**src/rtl/pipeline_ctrl_pkg.sv**
```systemverilog
// Shared types and constants for the pipeline hazard/stall controller.
//
// Contents:
//   md_state_e     - mult/div unit tracking state {RUN, MD_BUSY}
//   hazard_e       - which hazard rule wins in a given cycle
//   MD_LATENCY_DEF - default mult/div busy time in cycles
//   STALL_CNT_W    - width of the performance stall counter
//   load_use_hit() - load-use dependency test between EX load and ID sources
package pipeline_ctrl_pkg;

   typedef enum logic {
      RUN     = 1'b0,
      MD_BUSY = 1'b1
   } md_state_e;

   typedef enum logic [2:0] {
      HzNone,
      HzBranch,
      HzLoadUse,
      HzMdBusy,
      HzJump
   } hazard_e;

   localparam int unsigned MD_LATENCY_DEF = 32;
   localparam int unsigned STALL_CNT_W    = 16;

   // A load into $0 never creates a dependency: $0 reads are hardwired zero.
   function automatic logic load_use_hit(input logic       mem_read,
                                         input logic [4:0] ex_rt,
                                         input logic [4:0] id_rs,
                                         input logic [4:0] id_rt,
                                         input logic       id_use_rt);
      logic hit;
      hit = 1'b0;
      if (mem_read && (ex_rt != 5'd0)) begin
         hit = (ex_rt == id_rs) || (id_use_rt && (ex_rt == id_rt));
      end
      return hit;
   endfunction

endpackage

```
**src/rtl/md_busy_timer.sv**
```systemverilog
// Busy tracker for the multi-cycle mult/div unit.
//
// A start pulse sampled in RUN loads the down-counter with MD_LATENCY-1 and moves to
// MD_BUSY; busy then stays high for exactly MD_LATENCY cycles. Starts seen while busy are
// ignored (the hazard controller stalls new issue while busy).
//
// Ports:
//   clk   in  pipeline clock, rising edge
//   reset in  asynchronous active-low reset
//   start in  mult/div instruction issuing from EX this cycle
//   busy  out unit busy (state == MD_BUSY)
module md_busy_timer
   import pipeline_ctrl_pkg::*;
#(
   parameter int unsigned MD_LATENCY = MD_LATENCY_DEF
) (
   input  logic clk,
   input  logic reset,
   input  logic start,
   output logic busy
);

   localparam int unsigned CntW = (MD_LATENCY > 2) ? $clog2(MD_LATENCY) : 1;
   localparam logic [CntW-1:0] CntLoad = CntW'(MD_LATENCY - 1);

   md_state_e       state_q, state_d;
   logic [CntW-1:0] cnt_q, cnt_d;

   always_ff @(posedge clk or negedge reset) begin
      if (!reset) begin
         state_q <= RUN;
         cnt_q   <= '0;
      end else begin
         state_q <= state_d;
         cnt_q   <= cnt_d;
      end
   end

   always_comb begin
      state_d = state_q;
      cnt_d   = cnt_q;
      unique case (state_q)
         RUN: begin
            if (start) begin
               cnt_d   = CntLoad;
               state_d = MD_BUSY;
            end
         end
         MD_BUSY: begin
            if (cnt_q == '0) begin
               state_d = RUN;
            end else begin
               cnt_d = cnt_q - 1'b1;
            end
         end
         default: begin
            state_d = RUN;
            cnt_d   = '0;
         end
      endcase
   end

   assign busy = (state_q == MD_BUSY);

endmodule

```
**src/rtl/hazard_stall_ctrl.sv**
```systemverilog
// Hazard detection and stall/flush sequencing for the five-stage MIPS pipeline.
//
// Resolves, in priority order: taken branch in EX (flush IF/ID and ID/EX, overrides any
// stall), load-use dependency (1-cycle stall + bubble), mult/div busy with a HI/LO read or
// new mult/div in ID (stall + bubble), jump in ID (flush IF/ID). Also counts stall cycles
// (PC_Write low) in a saturating 16-bit counter.
//
// Build option: define MULDIV_EN to include the mult/div busy tracker and its stall rule.
// Without it MD_Busy is 0 and the HI/LO / mult/div inputs are ignored.
//
// Ports:
//   clk, reset              clock (rising) / asynchronous active-low reset
//   IF_ID_Rs, IF_ID_Rt      ID-stage source registers
//   IF_ID_UseRt             ID instruction reads Rt
//   IF_ID_ReadHiLo          ID instruction is mfhi/mflo
//   IF_ID_MulDiv            ID instruction is mult/div
//   ID_Jump                 jump resolved in ID
//   ID_EX_MemRead, ID_EX_Rt load in EX and its destination
//   ID_EX_MulDiv            mult/div in EX, issuing this cycle
//   EX_BranchTaken          taken branch resolved in EX
//   PC_Write, IF_ID_Write   register write enables
//   IF_ID_Flush, ID_EX_Flush flush/bubble controls
//   MD_Busy                 mult/div unit busy
//   Stall_Count             saturating count of PC_Write=0 cycles
module hazard_stall_ctrl
   import pipeline_ctrl_pkg::*;
#(
   parameter int unsigned MD_LATENCY = MD_LATENCY_DEF
) (
   input  logic                   clk,
   input  logic                   reset,
   input  logic [4:0]             IF_ID_Rs,
   input  logic [4:0]             IF_ID_Rt,
   input  logic                   IF_ID_UseRt,
   input  logic                   IF_ID_ReadHiLo,
   input  logic                   IF_ID_MulDiv,
   input  logic                   ID_Jump,
   input  logic                   ID_EX_MemRead,
   input  logic [4:0]             ID_EX_Rt,
   input  logic                   ID_EX_MulDiv,
   input  logic                   EX_BranchTaken,
   output logic                   PC_Write,
   output logic                   IF_ID_Write,
   output logic                   IF_ID_Flush,
   output logic                   ID_EX_Flush,
   output logic                   MD_Busy,
   output logic [STALL_CNT_W-1:0] Stall_Count
);

   logic    md_busy;
   logic    load_use;
   logic    md_hazard;
   hazard_e hazard;

   logic [STALL_CNT_W-1:0] stall_cnt_q, stall_cnt_d;

`ifdef MULDIV_EN
   md_busy_timer #(
      .MD_LATENCY(MD_LATENCY)
   ) u_md_busy_timer (
      .clk  (clk),
      .reset(reset),
      .start(ID_EX_MulDiv),
      .busy (md_busy)
   );

   assign md_hazard = md_busy && (IF_ID_ReadHiLo || IF_ID_MulDiv);
`else
   logic unused_md_inputs;
   assign unused_md_inputs = ^{IF_ID_ReadHiLo, IF_ID_MulDiv, ID_EX_MulDiv};
   assign md_busy          = 1'b0;
   assign md_hazard        = 1'b0;
`endif

   assign MD_Busy  = md_busy;
   assign load_use = load_use_hit(ID_EX_MemRead, ID_EX_Rt, IF_ID_Rs, IF_ID_Rt, IF_ID_UseRt);

   // Priority select. A taken branch wins over any stall since the stalled ID instruction
   // is squashed by the flush anyway.
   always_comb begin
      hazard = HzNone;
      if (EX_BranchTaken) begin
         hazard = HzBranch;
      end else if (load_use) begin
         hazard = HzLoadUse;
      end else if (md_hazard) begin
         hazard = HzMdBusy;
      end else if (ID_Jump) begin
         hazard = HzJump;
      end
   end

   always_comb begin
      PC_Write    = 1'b1;
      IF_ID_Write = 1'b1;
      IF_ID_Flush = 1'b0;
      ID_EX_Flush = 1'b0;
      unique case (hazard)
         HzBranch: begin
            IF_ID_Flush = 1'b1;
            ID_EX_Flush = 1'b1;
         end
         HzLoadUse, HzMdBusy: begin
            PC_Write    = 1'b0;
            IF_ID_Write = 1'b0;
            ID_EX_Flush = 1'b1;
         end
         HzJump: begin
            IF_ID_Flush = 1'b1;
         end
         default: ;
      endcase
   end

   always_comb begin
      stall_cnt_d = stall_cnt_q;
      if (!PC_Write && (stall_cnt_q != '1)) begin
         stall_cnt_d = stall_cnt_q + 1'b1;
      end
   end

   always_ff @(posedge clk or negedge reset) begin
      if (!reset) begin
         stall_cnt_q <= '0;
      end else begin
         stall_cnt_q <= stall_cnt_d;
      end
   end

   assign Stall_Count = stall_cnt_q;

endmodule

```
**config.mk**
```make
export PLATFORM = sky130hd
export DESIGN_NAME = hazard_stall_ctrl
export DESIGN_NICKNAME = d
export VERILOG_FILES = /design/src/rtl/pipeline_ctrl_pkg.sv /design/src/rtl/md_busy_timer.sv /design/src/rtl/hazard_stall_ctrl.sv
export SDC_FILE = /design/constraint.sdc
export NUM_CORES = 1
export LEC_CHECK = 0
export CELL_PAD_IN_SITES_DETAIL_PLACEMENT = 1
export CELL_PAD_IN_SITES_GLOBAL_PLACEMENT = 1
export CORE_ASPECT_RATIO = 0.6
export CORE_MARGIN = 2
export CORE_UTILIZATION = 32
export CTS_BUF_LIST = sky130_fd_sc_hd__clkbuf_4
export DETAILED_ROUTE_END_ITERATION = 7
export PLACE_DENSITY = 0.79
export SETUP_SLACK_MARGIN = 0.15
export SYNTH_ARGS = -nofsm -noshare
export SYNTH_HDL_FRONTEND = slang
export SYNTH_HIERARCHICAL = 1
export SYNTH_SLANG_ARGS = --single-unit
```
**constraint.sdc**
```tcl
create_clock -name clk -period 2.3 [get_ports clk]
set_input_delay 0.345 -clock clk [delete_from_list [all_inputs] [get_ports clk]]
set_output_delay 0.345 -clock clk [all_outputs]
set_load 0.05 [all_outputs]
```
==> results of run 1 <==
-- layout make-up --
cell class                      count  area share, %
Clock buffer                        4           1.75
Multi-Input combinational cell     81           41.9
Timing Repair Buffer               54           29.9
Tap cell                           42           3.07
Sequential cell                    16           23.4
-- Yosys cell counts, drive strengths merged --
master	n	area share, %
xor2	19	16
dfrtp	16	39
nand3	7	3.4
nor2	7	2.6
nand2	6	2.2
nor4	6	6.4
nor3	5	2.4
xnor2	5	4.3
nand4	4	2.4
nor4b	4	3.4
buf	3	2.0
mux2	2	2.6
nand2b	2	1.2
o21ai	2	1.3
or2	2	1.2
or3	2	1.7
a31oi	1	2.1
and2	1	0.61
and3	1	0.61
clkbuf	1	0.37
conb	1	0.37
ha	1	1.2
nand4b	1	0.86
nor2b	1	0.61
or4	1	0.73
-- metrics by stage --
stage,area [um^2],setup TNS [ps],cells,hold WS [ps]
finish,1710,0,197,495
global route,1710,0,197,549
CTS,1670,0,196,499
detailed placement,1580,-3920,190,483
global placement,1580,-2680,190,476
floorplan,1060,0,101,49.4
-- power groups by stage --
stage	clock (W)	sequential, W	combinational (W)
after detailed placement	0	0.000325	0.000259
final	0.000176	0.000319	0.000270
after global placement	0	0.000322	0.000250
after global routing	0.000192	0.000323	0.000288
after CTS	0.000181	0.000319	0.000266
after floorplan	0	0.000376	0.0000854
-- cells in the final DEF (no fill, tap or decap), drive strengths merged, types with 4 or more instances in the layout --
cell and count:
nand4 4, clkdlybuf4s50 22, xor2 19, clkbuf 11, nor4b 4, nor3 5, buf 22, nand2 6
dfrtp 16, nor2 7, xnor2 5, nand3 7, nor4 6
-- layer usage --
layer	GRT usage, %	up-vias
li1	-	457
met1	25.8	489
met2	33.7	22
met3	4.72	6
met4	5.36	0
met5	0	-
-- kinds of logic (layout without fill, tap and decap cells) --
group	count (synthesis)	count (layout)	share of synthesized area (%)
AOI/OAI and AO/OA	3	3	3.42
xor gates and xnor gates	24	24	20.5
adders and majority gates	1	1	1.22
buffers and inverters	4	58	2.32
DFF	16	16	39.1
muxes	2	2	2.57
other	1	1	0.366
and+or+nand+nor	50	50	30.4
-- timing repair --
| item | in CTS | in global routing |
|---|---|---|
| gates resized for setup | 43 | 25 |
| setup endpoints to repair | 13 | 12 |
| buffers inserted | 2 | 1 |
| hold endpoints to repair | 0 | 0 |
| pin swaps | 9 | 13 |
-- worst max-delay path: cells and delay by family --
family	cells	cell delay [ps]
buffers and inverters	2	300
AO/OA/AOI/OAI	1	160
XOR/XNOR	1	180
AND/OR/NAND/NOR	2	760
-- worst min-delay path by stage --
| stage | from | to | slack, ps | cells past startpoint |
|---|---|---|---|---|
| 5_1_grt | reset | Stall_Count[5]$_DFFE_PN0P_ | 550 | 1 |
| 3_5_place_dp | Stall_Count[11]$_DFFE_PN0P_ | Stall_Count[11]$_DFFE_PN0P_ | 480 | 1 |
| 4_1_cts | Stall_Count[11]$_DFFE_PN0P_ | Stall_Count[11]$_DFFE_PN0P_ | 500 | 1 |
| 3_3_place_gp | Stall_Count[11]$_DFFE_PN0P_ | Stall_Count[11]$_DFFE_PN0P_ | 480 | 1 |
| 2_1_floorplan | reset | Stall_Count[0]$_DFFE_PN0P_ | 50 | 0 |
| 6_report | reset | Stall_Count[13]$_DFFE_PN0P_ | 500 | 1 |
==> metrics.md, run 1 <==
| Metric | Value |
|---|---|
| Pwr Total | 0.000765 W |
| Met2 routed WL | 1650 um |
| Final setup viols | 0 |
| CTS hold repair buffers | 0 |
| Max FO, Critical Path | 4 |
| Top layer in use | met4 |
| Antenna violations before repair | 0 |
| Sw power | 0.000268 W |
| Initial core utilization | 34.5% |
| Comb power frac | a little over a third |
| Max_cap viols | 0 |
| Area of the multi-input gates | roughly 720 um^2 |
| Post-synthesis cell count | 101 |
| H-tree depth | 1 |
| Tmin final | 2100 ps |
| Clock share of power | 23.1% |
| Cell Pwr Density | 446 nW/um^2 |
| Share of layout cells above drive strength 1 | between 30% and 40% |
| Synth-to-Final Area Change | 67.5% |
| Place WS | -318 ps |
| CTS tree | built |
| Total Wirelength | 3340 um |
| Later-pin clock latency in the skew report | 300 ps |
| Hold crit path type | in2async |
| Pint | 0.000497 W |
| # port buffers | 40 |
| Full die area | 3680 um^2 |
| FF/Latch Area | 402 um^2 |
| DR iter-0 viols | 21 |
| LEAKAGE | between 0.7 and 0.8 nW |
| RR Startpoint | Stall_Count[0]$_DFFE_PN0P_ |
| Synthesized area | around 1000 um^2 |
| Met1 wire length | roughly 1500 um |
| End point of the critical path | PC_Write |
| FP Rows | 15 |
| Hpwl dp | ~2500 um |
| Fin. max-slew vios | 0 |
| GPL Wtd Cong | 0.787 |
| Die Width | 77.0 um |
| Setup slack after layout | 202 ps |
| Fill count | 344 |
| Final hold viol count | 0 |
| Met3 wire len | 146 um |
| CP cell instances | buf_4 -> xor2_4 -> nor4_4 -> a31oi_4 -> or3_4 -> buf_8 |
| Drc violations | 0 |
| Crit-path slowest cell | or3_4 |
| Measured slew at the worst slew-check pin | 789 ps |
| Sequential fraction of the synthesis area | 39.1% |
| Post-route ant nets | 0 |
| Antenna cells | 0 |
| Peak VDD IR | roughly 0.00028 V |
| Crit end category | primary output |
| Yosys cell types | 32 |
| Root Driver | clkbuf_4 |
| Max reg flops | 16 |
| Flop2flop setup slack | 230 ps |
| Clk sinks | 16 |
| Core Area | 2970 um^2 |
| RSZ-0062 raised after global routing | false |
| Nets | 181 |
| Crit path DAT | 1750 ps |
| Critical path class | in2out |
| Vias/cell | 4.94 |
| Crit path required time | 1960 ps |
| Post-synthesis register bit count | 16 |
| Final core occ | 57.8% |
| Gr ovfl total | 0 |
| Vias post-DR | 974 |
| Avg Synthesized Cell Area | about 10 um^2 |
| Rel. slew slack | 47.2% |
| Yosys warns | 6 |
| Part of the power in registers | 41.7% |
| Synthesized net count | roughly 130 |
| CP Launch Type | input port |
| # IOs | 45 |
| Die height | around 48 um |
| Status | finished clean |
| Max frequency | 477 MHz |
| Clk_skew | 4.55 ps |
| Bufs on Longest Clock Path | 2 |
| Final period util | 91.2% |
| Global-route wire length before repair | 5260 um |
| CP startpoint | ID_EX_Rt[3] |
| Critical Path Max Stage Delay | 420 ps |
| Sw Ratio | 35.0% |
| Worst-path clk slew | 100 ps |
| Drt pass-1 iters | 4 |
| Largest net degree at the start of global routing | 17 |
| Worst r2r path cells | 7 |
| WL/cell | 16.9 um |
| Vias in the first global route | 995 |
| Crit Reg-Reg Endpoint | Stall_Count[6]$_DFFE_PN0P_ |
| CTS buffer count | 3 |
| Total GRT Usage | about a fifth |
Note: power is estimated with default switching activity, not from simulation.
==> run 2, diff against run 1 <==
--- a/config.mk
+++ b/config.mk
@@ -9,10 +9,10 @@
 export CELL_PAD_IN_SITES_GLOBAL_PLACEMENT = 1
 export CORE_ASPECT_RATIO = 0.6
 export CORE_MARGIN = 2
-export CORE_UTILIZATION = 32
+export CORE_UTILIZATION = 34
 export CTS_BUF_LIST = sky130_fd_sc_hd__clkbuf_4
 export DETAILED_ROUTE_END_ITERATION = 7
-export PLACE_DENSITY = 0.79
+export PLACE_DENSITY = 0.84
 export SETUP_SLACK_MARGIN = 0.15
 export SYNTH_ARGS = -nofsm -noshare
 export SYNTH_HDL_FRONTEND = slang
==> constraint.sdc (replaced) <==
create_clock -name clk -period 2.55 [get_ports clk]
set_input_delay 0.3825 -clock clk [delete_from_list [all_inputs] [get_ports clk]]
set_output_delay 0.3825 -clock clk [all_outputs]
set_load 0.05 [all_outputs]
==> metrics.md, run 2 (synthesis results as in run 1) <==
| Metric | Value |
|---|---|
| CP cell instances | clkdlybuf4s50_1 -> xor2_1 -> nor4_4 -> a31oi_4 -> or3_4 -> buf_8 |
| Tmin final | about 2300 ps |
| Core Area | 2870 um^2 |
| RR Startpoint | Stall_Count[0]$_DFFE_PN0P_ |
| Sw power | 0.000231 W |
| DP Area | roughly 1500 um^2 |
| Crit-path slowest cell | clkdlybuf4s50_1 |
| Most common cell after layout, fill and taps aside | clkdlybuf4s50_1 |
| Bufs on Longest Clock Path | 2 |
| Status | finished clean |
| Share of layout cells above drive strength 1 | 18.9% |
| Pwr Total | 0.000653 W |
| Vias post-DR | 950 |
| Commonest cells after routing, fill and taps aside | clkdlybuf4s50_1 (29), xor2_1 (17), dfrtp_1 (16) |
| Hold crit path type | reg2reg |
| Final hold viol count | 0 |
| Post-route ant nets | 0 |
| Full die area | about 3500 um^2 |
| Initial core utilization | ~36% |
| Antenna cells | 0 |
| Nets | 174 |
| Crit Reg-Reg Endpoint | Stall_Count[7]$_DFFE_PN0P_ |
| Clock share of power | between 20% and 30% |
| Crit path DAT | 1960 ps |
| Total Wirelength | 3160 um |
| Drc violations | 0 |
| Rel. slew slack | 49.3% |
| Max frequency | 428 MHz |
| Design area | ~1600 um^2 |
| Total GRT Usage | 20.3% |
| Gr ovfl total | 0 |
| Clk sinks | 16 |
| H-tree depth | 1 |
| Comb power frac | 34.2% |
| Flop2flop setup slack | 400 ps |
| Max FO, Critical Path | 4 |
| Critical path class | in2out |
| Measured slew at the worst slew-check pin | 758 ps |
| CP Launch Type | input port |
| Final period util | 91.7% |
| Die height | 46.5 um |
| # port buffers | 40 |
| Vias/cell | 5.00 |
| CTS tree | built |
| Synth-to-Final Area Change | 54.4% |
| Fin. max-slew vios | 0 |
| Die Width | 74.8 um |
| Clk_skew | 8.38 ps |
| Part of the power in registers | 43.9% |
| Setup slack after layout | about 210 ps |
| Final core occ | between 50% and 60% |
| Drt pass-1 iters | 4 |
| Crit end category | primary output |
| Critical Path Max Stage Delay | 430 ps |
| WP depth | 6 |
| Crit path required time | approximately 2200 ps |
| LEAKAGE | 0.691 nW |
| Global-route wire length before repair | 5110 um |
| Pint | about 0.00042 W |
| CTS buffer count | 3 |
| Crit path buf inv count | 2 |
| RSZ-0062 raised after global routing | false |
| Antenna violations before repair | 0 |
| Hpwl dp | 2480 um |
| GPL Wtd Cong | between 0.7 and 0.8 |
| Vias in the first global route | a little over 1000 |
| CP startpoint | IF_ID_Rt[2] |
| DR iter-0 viols | 39 |
| Max_cap viols | 0 |
| # IOs | 45 |
| Top Family by Delay on Critical Path | simple AND/OR/NAND/NOR gates |
| Place WS | -26.9 ps |
| Largest net degree at the start of global routing | 17 |
| Max reg flops | 16 |
| Later-pin clock latency in the skew report | 290 ps |
| Worst r2r path cells | 7 |
| Worst-path clk slew | around 90 ps |
| Sw Ratio | 35.4% |
| WHS | 506 ps |
| Root Driver | clkbuf_4 |
| WL/cell | about 17 um |
| FP Rows | 15 |
| Peak VDD IR | ~0.00023 V |
| Cell Pwr Density | 413 nW/um^2 |
| End point of the critical path | IF_ID_Write |
| Final setup viols | 0 |
## run 2: changes by cell type in the layout (fill, tap and decap cells not counted), moves of 3 or more
cell and change:
clkbuf_2 -7, clkdlybuf4s50_1 +7, buf_6 -4, dlygate4sd2_1 +4
buf_4 -3
## run 2: timing repair
item,in CTS,in global routing
pin swaps,5,4
gates resized for setup,15,1
gates cloned,0,0
hold endpoints to repair,0,0
setup buffers,2,0
hold buffers,0,0
setup endpoints to repair,4,2
## run 2: worst min path at each step
stage	startpoint	endpoint	slack [ps]	cells after the start
5_1_grt	Stall_Count[11]$_DFFE_PN0P_	Stall_Count[11]$_DFFE_PN0P_	540	1
2_1_floorplan	reset	Stall_Count[0]$_DFFE_PN0P_	90	0
6_report	Stall_Count[11]$_DFFE_PN0P_	Stall_Count[11]$_DFFE_PN0P_	510	1
4_1_cts	Stall_Count[11]$_DFFE_PN0P_	Stall_Count[11]$_DFFE_PN0P_	510	1
3_5_place_dp	Stall_Count[11]$_DFFE_PN0P_	Stall_Count[11]$_DFFE_PN0P_	490	1
3_3_place_gp	Stall_Count[11]$_DFFE_PN0P_	Stall_Count[11]$_DFFE_PN0P_	490	1
## run 2: power groups by stage
stage               clock network (W)  logic (W)  registers (W)
global placement                    0   0.000213       0.000290
floorplan                           0  0.0000740       0.000338
finish                       0.000143   0.000223       0.000287
detailed placement                  0   0.000219       0.000291
CTS                          0.000147   0.000225       0.000286
global route                 0.000158   0.000235       0.000289
## run 2: worst reg2reg max path, stage by stage, from the launching register on
cell and delay, ps:
dfrtp_1 440, ha_1 270, nand4_1 150, nor4b_1 80
nor2_1 160, nand4_1 350, nor4b_1 420, xor2_1 200
## run 2: cell type report
class / instances / area [um^2]
clock inverters: 1 / 3.75
flip-flops and latches: 16 / 400
well taps: 42 / 52.6
clock buffers: 3 / 22.5
repair buffers: 47 / 465
multi-input cells: 81 / 636
fillers: 331 / 1290
## run 2: per-stage QoR
step	instances	setup TNS [ps]
CTS	190	0
floorplan	101	0
global route	190	0
global placement	184	0
finish	190	0
detailed placement	184	-109
## run 2: layer usage
layer,track usage [%],up-vias,routed length [um]
li1,-,447,-
met1,26.2,476,1510
met2,35.3,27,1490
met3,5.69,0,153
met4,2.14,0,0
met5,0,-,0
